File: config.mk
export PLATFORM = sky130hd
export DESIGN_NAME = cpu_control_fsm
export DESIGN_NICKNAME = d
export VERILOG_FILES = /design/src/rtl/cpu_defs_pkg.sv /design/src/rtl/cpu_control_fsm.sv
export SDC_FILE = /design/constraint.sdc
export NUM_CORES = 1
export LEC_CHECK = 0
export CAP_MARGIN = 20
export CORE_UTILIZATION = 43
export CTS_CLUSTER_SIZE = 25
export DETAILED_ROUTE_END_ITERATION = 16
export PLACE_DENSITY = 0.79
export RECOVER_POWER = 25
export SETUP_SLACK_MARGIN = 0.15
export SYNTH_ARGS = -nofsm -noshare
export SYNTH_HDL_FRONTEND = slang
export SYNTH_SLANG_ARGS = --single-unit
File: constraint.sdc
create_clock -name clk -period 2 [get_ports clk]
set_input_delay 0.5 -clock clk [delete_from_list [all_inputs] [get_ports clk]]
set_output_delay 0.5 -clock clk [all_outputs]
set_load 0.02 [all_outputs]
File: src/rtl/cpu_defs_pkg.sv
// Shared CPU definitions: opcodes, funct and ALU codes, control-FSM states.
// Imported by the control FSM and by the datapath.
package cpu_defs_pkg;

  localparam logic [5:0] OP_R    = 6'b000000;
  localparam logic [5:0] OP_J    = 6'b000010;
  localparam logic [5:0] OP_ADDI = 6'b001000;
  localparam logic [5:0] OP_BEQ  = 6'b000100;
  localparam logic [5:0] OP_LW   = 6'b100011;
  localparam logic [5:0] OP_SW   = 6'b101011;

  localparam logic [5:0] FUNCT_ADD = 6'b100000;

  localparam logic [5:0] ALU_ADD = 6'b100000;
  localparam logic [5:0] ALU_SUB = 6'b100010;

  typedef enum logic [2:0] {
    S_FETCH  = 3'd0,
    S_DECODE = 3'd1,
    S_EXEC   = 3'd2,
    S_MEM    = 3'd3,
    S_WB     = 3'd4,
    S_HALT   = 3'd5
  } state_e;

endpackage

File: src/rtl/cpu_control_fsm.sv
// Multi-cycle CPU control FSM: fetch/decode/exec/mem/wb sequencing.
// Ports: clk, rst (async active-low), run, op_control, funct_control,
//   zero -> store, w_reg, w_data, op_alu, state, illegal, instr_count.
module cpu_control_fsm
  import cpu_defs_pkg::*;
#(
  parameter int CNT_W = 16
) (
  input  logic             clk,
  input  logic             rst,
  input  logic             run,
  input  logic [5:0]       op_control,
  input  logic [5:0]       funct_control,
  input  logic             zero,
  output logic             store,
  output logic             w_reg,
  output logic             w_data,
  output logic [5:0]       op_alu,
  output logic [2:0]       state,
  output logic             illegal,
  output logic [CNT_W-1:0] instr_count
);

  state_e state_q;
  state_e state_d;
  logic   go_halt;

  // The branch decision lives in the datapath.
  logic unused_zero;
  assign unused_zero = zero;

  logic is_j;
  logic is_beq;
  logic is_ls;
  logic is_lw;
  logic is_sw;
  logic is_alu;

  assign is_j   = op_control == OP_J;
  assign is_beq = op_control == OP_BEQ;
  assign is_lw  = op_control == OP_LW;
  assign is_sw  = op_control == OP_SW;
  assign is_ls  = is_lw | is_sw;
  assign is_alu = (op_control == OP_ADDI)
                | ((op_control == OP_R)
                   & (funct_control == FUNCT_ADD));

  always_comb begin
    state_d = state_q;
    store   = 1'b0;
    w_reg   = 1'b0;
    w_data  = 1'b0;
    op_alu  = ALU_ADD;
    go_halt = 1'b0;
    case (state_q)
      S_FETCH: begin
        if (run) state_d = S_DECODE;
      end
      S_DECODE: begin
        if (is_beq) op_alu = ALU_SUB;
        unique case (1'b1)
          is_j: begin
            store   = 1'b1;
            state_d = S_FETCH;
          end
          (is_beq | is_ls | is_alu): begin
            state_d = S_EXEC;
          end
          default: begin
            state_d = S_HALT;
            go_halt = 1'b1;
          end
        endcase
      end
      S_EXEC: begin
        if (is_beq) op_alu = ALU_SUB;
        unique case (1'b1)
          is_beq: begin
            store   = 1'b1;
            state_d = S_FETCH;
          end
          is_ls:   state_d = S_MEM;
          is_alu:  state_d = S_WB;
          default: state_d = S_FETCH;
        endcase
      end
      S_MEM: begin
        unique case (1'b1)
          is_sw: begin
            w_data  = 1'b1;
            store   = 1'b1;
            state_d = S_FETCH;
          end
          is_lw:   state_d = S_WB;
          default: state_d = S_FETCH;
        endcase
      end
      S_WB: begin
        w_reg   = 1'b1;
        store   = 1'b1;
        state_d = S_FETCH;
      end
      S_HALT: begin
        state_d = S_HALT;
      end
      default: begin
        state_d = S_FETCH;
      end
    endcase
  end

  always_ff @(posedge clk or negedge rst) begin
    if (!rst) begin
      state_q     <= S_FETCH;
      illegal     <= 1'b0;
      instr_count <= '0;
    end else begin
      state_q <= state_d;
      if (go_halt) illegal <= 1'b1;
      // Retire on the PC write; wraps naturally.
      if (store) instr_count <= instr_count + CNT_W'(1);
    end
  end

  assign state = state_q;

endmodule

==> summary.md, run 1 <==
| Metric | Value |
|---|---|
| Outcome | finished with violations |
| Failing checks | setup timing |
| Area delta synth->final | 64.17% |
| H-tree Lvls | 1 |
| Setup crit start kind | flip-flop |
| Clk_lat worst skew | 0.30 ns |
| Core Box Area | between 0.002 and 0.0025 mm² |
| Starting density of the core | 46.10% |
| Worst Skew | 0.003707 ns |
| Initial DRC count | 18 |
| Pre-CTS setup slack | -0.8690 ns |
| CTS tree | done |
| Pwr Density | 472.4 mW/mm² |
| Vert. Die Dim | 53.77 µm |
| Worst VDD drop | between 0.4 and 0.5 mV |
| Share of layout cells above drive strength 1 | a little over a third |
| CP Max Fanout | 3 |
| Syn_area_per_cell | 9.603 µm² |
| Die W | 53.77 µm |
| R2r setup slk | 0.27 ns |
| Leakage | 0.8274 nW |
| Syn Inst Count | 120 |
| Vias in the first global route | 1115 |
| Pre-Repair DR Iteration Count | 4 |
| Gr usage total | between 20% and 30% |
| Drt total wl | about 3300 µm |
| I/O Buffers | 38 |
| Largest net degree at the start of global routing | 14 |
| GRT overflow | 0 |
| Max Slew Vio Count | 0 |
| Sequential area share after synthesis | a little over two fifths |
| Cell variety after synth | 32 |
| Final Hold Fails | 0 |
| Final Non-Filler Cells | 216 |
| Crit path setup slack, layout | -0.01743 ns |
| FMAX | slightly below 500 MHz |
| Via count | 1157 |
| Nets | 204 |
| Final ANT Viol Nets | 0 |
| Max_cap viols | 0 |
| Root buf cell | clkbuf_4 |
| Synth Register Bits | 20 |
| Sequential cell area | 501.7 µm² |
| # fillers | 169 |
| Final setup viols | 1 |
| DP HPWL | 2233 µm |
| RSZ-0062 raised after global routing | true |
| DRC | 0 |
| Setup crit end kind | output port |
| Netlist Area Pre-Place | 0.001152 mm² |
| Placed Instances | 204 |
| Placer Congestion | 0.8631 |
| Avg WL per Cell | 15.50 µm |
| CTS Hold Buffers Added | 0 |
| Clock sinks | 20 |
| Io pins | 45 |
| Inserted Diodes | 0 |
| Tot Pwr | between 800 and 900 µW |
| WP data arrival | 1.52 ns |
| Die area | roughly 0.0029 mm² |
| Clock Pin Slew Worst Setup and Hold Paths | 0.11 ns |
| Initial antenna violation count | 0 |
| Req. time, crit path | 1.50 ns |
| Post-Route Hold Slack | 0.4883 ns |
| Worst-margin pin slew | 0.7461 ns |
| Tmin final | ~2.0 ns |
| Area of the multi-input gates | ~720 µm² |
| Worst hold path class | flip-flop to flip-flop |
| Slew Limit Headroom | 50.26% |
| Fin crit share | 100.9% |
| Number of synthesis warnings | 0 |
| Clock buffer depth | 2 |
| Rows | 18 |
| Setup CP Type | flip-flop to output port |
| Vias/cell | between 5 and 6 |
| First-pass GRT wire length | 5181 µm |
| Total clock buffers created by CTS | 3 |
## sequential cells by signal, summed over array words and instances, names as in the netlist
name / cells
illegal: 1
instr_count: 16
state: 3
## timing repair
item / CTS / global route
setup endpoints to repair: 35 / 12
buffers inserted: 6 / 2
pin swaps: 13 / 10
gates resized for setup: 78 / 24
## power by group
| group | internal (mW) | switching [mW] | leakage (nW) |
|---|---|---|---|
| combinational | 0.0911 | 0.108 | 0.584 |
| sequential | 0.430 | 0.0304 | 0.222 |
| clock | 0.111 | 0.124 | 0.0210 |
## synthesized netlist by cell type
cell	count	area share, %
or3_1	1	0.54
a22oi_1	1	0.65
nand2_1	15	4.9
o21bai_1	2	1.3
nor4_1	1	0.54
nand3_1	5	2.2
ha_1	1	1.1
and4_2	1	0.87
buf_4	5	3.3
buf_6	1	0.98
dfrtp_1	20	43
xor2_1	7	5.3
or4_2	1	0.76
o21ai_0	1	0.43
nand4_1	6	3.3
buf_2	1	0.43
nor2_1	7	2.3
nor4_4	2	3.7
and2_1	2	1.1
a31oi_1	1	0.54
xnor2_1	9	6.8
conb_1	2	0.65
inv_1	2	0.65
o2111ai_1	2	1.5
or4b_2	1	0.87
and3_1	6	3.3
inv_2	1	0.33
nor4b_1	1	0.76
o211ai_1	1	0.65
nor3_1	8	3.5
nor2b_1	5	2.7
a31o_2	1	0.76
## layout make-up
class | count | area share (%)
Clock buffer | 4 | 1.918
Inverter | 3 | 0.7275
Multi-Input combinational cell | 93 | 37.90
Sequential cell | 20 | 26.52
Tap cell | 30 | 1.984
Timing Repair Buffer | 66 | 30.95
## worst paths after layout
path                                      start         endpoint  cells past startpoint
worst max-delay path                   state[1]            store                      5
worst min-delay path            instr_count[15]  instr_count[15]                      1
worst max register to register         state[1]  instr_count[14]                      7
worst min register to register  instr_count[15]  instr_count[15]                      1
max in group asynchronous                   rst         state[1]                      2
min in group asynchronous                   rst   instr_count[9]                      1
## routing by layer
metal | up-vias | global-route usage [%] | part of all wire [%]
met3 | 10 | 4.237 | 5.4
met2 | 51 | 45.88 | 51
met1 | 552 | 29.21 | 41
met4 | 0 | 10.53 | 2.4
li1 | 544 | - | -
met5 | - | 0 | 0
## placed cells by master, fill, tap and decap left out, drive strengths merged, types with 3 or more instances in the layout
cell / count
nand2: 15
nand3: 5
xnor2: 9
xor2: 7
nor2b: 5
buf: 37
nor3: 8
and3: 6
clkdlybuf4s50: 7
clkbuf: 5
conb: 5
nor2: 7
nand4: 6
dlymetal6s2s: 6
inv: 3
dlygate4sd2: 13
dfrtp: 20
nor4: 3
## critical path, cell delays in order (launching register included)
cell and delay [ns]:
dfrtp_2 0.45, and4_4 0.20, o2111ai_2 0.18, and3_4 0.22, inv_4 0.04, buf_6 0.12
## metrics by stage
| stage | utilization [%] | instance area, µm² | setup TNS (ns) |
|---|---|---|---|
| 6_report | 75.68 | 1892 | -0.01743 |
| 5_1_grt | 75.68 | 1892 | -0.1129 |
| 4_1_cts | 72.67 | 1817 | -0.02034 |
| 3_5_place_dp | 67.47 | 1687 | -8.852 |
| 3_3_place_gp | 67.47 | 1687 | -7.654 |
| 2_1_floorplan | - | 1175 | 0 |
## logic make-up (layout without fill, tap and decap cells)
family,count (synthesis),in the layout,synth area share (%)
AOI/OAI and AO/OA,9,9,5.864
adders and majority gates,1,1,1.086
buffers and inverters,10,73,5.646
xor gates and xnor gates,16,16,12.16
and+or+nand+nor,62,62,31.16
other,2,5,0.6517
DFF,20,20,43.43
(Power assumes the default switching activity.)
==> inputs of run 2 (changes only) <==
--- a/config.mk
+++ b/config.mk
@@ -6,12 +6,14 @@
 export NUM_CORES = 1
 export LEC_CHECK = 0
 export CAP_MARGIN = 20
+export CORE_MARGIN = 2
 export CORE_UTILIZATION = 43
 export CTS_CLUSTER_SIZE = 25
 export DETAILED_ROUTE_END_ITERATION = 16
 export PLACE_DENSITY = 0.79
 export RECOVER_POWER = 25
 export SETUP_SLACK_MARGIN = 0.15
+export SLEW_MARGIN = 10
 export SYNTH_ARGS = -nofsm -noshare
 export SYNTH_HDL_FRONTEND = slang
 export SYNTH_SLANG_ARGS = --single-unit
==> run 2 against run 1 <==
Critical path type is now input pin to output port. Routed wire length is 10% lower. Flip-flop and latch count unchanged. Highest routed layer unchanged. Setup slack worse by 0.013 ns. Combinational power hardly changed. Sequential share of layout area increased by 1.0 points. Sequential power about the same. Non-clock buffer count shrank 5. The run still ends with setup timing left. Die area grew 7.6%.
==> summary.md, run 2 (synthesis gave the netlist of run 1 again) <==
| Metric | Value |
|---|---|
| Outcome | finished with violations |
| Failing checks | setup timing |
| Max_cap viols | 0 |
| Fin crit share | 101.5% |
| Comb pwr share | 22.1% |
| Worst VDD drop | between 0.4 and 0.5 mV |
| Pre-Repair DR Iteration Count | 4 |
| GRT overflow | 0 |
| Largest net degree at the start of global routing | 21 |
| Root buf cell | clkbuf_4 |
| CTS tree | done |
| Seq pwr share | 51.2% |
| Worst path bufs/invs | 3 |
| Final Hold Fails | 0 |
| Clock buffer depth | 2 |
| Delay of the slowest cell on the worst path | around 0.29 ns |
| Clock Power Share | 26.7% |
| Final ANT Viol Nets | 0 |
| Req. time, crit path | 1.50 ns |
| H-tree Lvls | 1 |
| FMAX | 492.5 MHz |
| Io pins | 45 |
| Share of layout cells above drive strength 1 | between 20% and 30% |
| CP max-delay cell | nor4_4 |
| Initial antenna violation count | 0 |
| Commonest non-fill, non-tap cell in the layout | buf_4 |
| Max Slew Vio Count | 0 |
| Placed Instances | 203 |
| Drt total wl | 2997 µm |
| Leakage | 0.7789 nW |
| RSZ-0062 raised after global routing | true |
| Final setup viols | 1 |
| # fillers | 191 |
| Most flops, register | instr_count |
| Die W | 55.77 µm |
| Starting density of the core | 46.10% |
| Design area | 0.001822 mm² |
| Most frequent cells in the layout | buf_4, dfrtp_1, nand2_1, dlygate4sd2_1, clkdlybuf4s50_1 |
| Vias/cell | 5.313 |
| Internal | 635.3 µW |
| Critical path's top delay family | simple AND/OR/NAND/NOR gates |
| NetSw | approximately 270 µW |
| Final Non-Filler Cells | 211 |
| CP Max Fanout | 6 |
| WP data arrival | 1.53 ns |
| Clk_lat worst skew | 0.31 ns |
| Vias in the first global route | ~1200 |
| Setup TNS | -0.03031 ns |
| Initial DRC count | 32 |
| Clock Pin Slew Worst Setup and Hold Paths | 0.11 ns |
| Crit path setup slack, layout | -0.03031 ns |
| Core Box Area | 0.002500 mm² |
| Area delta synth->final | 58.09% |
| Setup crit end kind | output port |
| Gr usage total | about a fifth |
| Cell Area, Placed | between 0.0015 and 0.002 mm² |
| Tmin final | 2.030 ns |
| Inserted Diodes | 0 |
| CTS Hold Buffers Added | 0 |
| Avg WL per Cell | 14.20 µm |
| Max FFs per register | 16 |
| Via count | ~1100 |
| Setup CP Type | input pin to output port |
| Clock sinks | 20 |
| First-pass GRT wire length | around 5200 µm |
| Worst Skew | ~0.0008 ns |
| Slew Limit Headroom | 28.66% |
| Total clock buffers created by CTS | 3 |
| DP HPWL | 2222 µm |
| Setup crit start kind | input pin |
| Rows | 18 |
| I/O Buffers | 38 |
| Placer Congestion | 0.9177 |
| Switching Share | about 30% |
| DRC | 0 |
| Worst hold path class | flip-flop to flip-flop |
| Worst-margin pin slew | roughly 1.1 ns |
| Critical path, cell by cell | clkdlybuf4s15_2 > nor4_4 > o2111ai_2 > and3_4 > inv_4 > buf_6 |
| Pwr Density | 495.6 mW/mm² |
| Vert. Die Dim | roughly 56 µm |
| Nets | 199 |
| Die area | 0.003110 mm² |
[run 2: cell count changes in the layout (fill, tap and decap cells not counted), moves of 2 or more]
cell             delta
buf_6               -5
nand2_1             +2
buf_2               -5
nor2_2              +3
clkdlybuf4s50_1     +3
nor2_4              -3
nand2_2             -2
[run 2: power groups by stage]
| stage | registers, mW | logic (mW) | clock network (mW) |
|---|---|---|---|
| finish | 0.462 | 0.199 | 0.241 |
| global route | 0.468 | 0.216 | 0.254 |
| CTS | 0.461 | 0.197 | 0.241 |
| detailed placement | 0.471 | 0.201 | 0 |
| global placement | 0.467 | 0.196 | 0 |
| floorplan | 0.498 | 0.0595 | 0 |
[run 2: final cells by class]
cell class,instances,area [µm²],area share (%)
Multi-Input combinational cell,93,685.7,37.64
Timing Repair Buffer,61,546.8,30.01
Tap cell,30,37.54,2.060
Clock buffer,4,36.28,1.992
Sequential cell,20,501.7,27.54
Inverter,3,13.76,0.7555
[run 2: path summary, 6_finish.rpt]
kind	from	endpoint	slack [ns]	cells past startpoint
max in group asynchronous	rst	state[1]	0.40	2
min reg2reg	instr_count[15]	instr_count[15]	0.48	1
max reg2reg	state[2]	instr_count[14]	0.28	6
min	instr_count[15]	instr_count[15]	0.48	1
max	op_control[3]	store	-0.03	6
min in group asynchronous	rst	instr_count[8]	0.89	2
[run 2: metrics by stage]
step / power, mW / setup slack, ns / hold slack (ns) / utilization (%)
finish: 0.9029 / -0.03031 / 0.4800 / 72.87
global route: 0.9371 / -0.07297 / 0.5046 / 72.87
CTS: 0.8987 / -0.04241 / 0.4897 / 71.92
floorplan: 0.5580 / 0.1226 / 0.2044 / -
global placement: 0.6638 / -0.8297 / 0.4601 / 67.17
detailed placement: 0.6716 / -0.9034 / 0.4657 / 67.17
[run 2: worst register-to-register path: cells and delay by family, from the launching register on]
family | cells | cell delay (ns)
simple gates | 3 | 0.73
flops | 1 | 0.44
buf+inv | 1 | 0.18
xor+xnor | 1 | 0.17
compound gates | 1 | 0.15
[run 2: per-layer routing]
layer / track usage [%] / vias up / part of all wire, %
li1: - / 535 / -
met1: 23.75 / 518 / 40
met2: 36.22 / 60 / 50
met3: 3.256 / 8 / 7.4
met4: 10.10 / 0 / 2.0
met5: 0 / - / 0
[run 2: timing repair]
item	in CTS	in global routing
resized for setup	69	12
buffers inserted	4	0
endpoints found under the setup margin	35	12
pin swaps	12	6
cloned	0	0
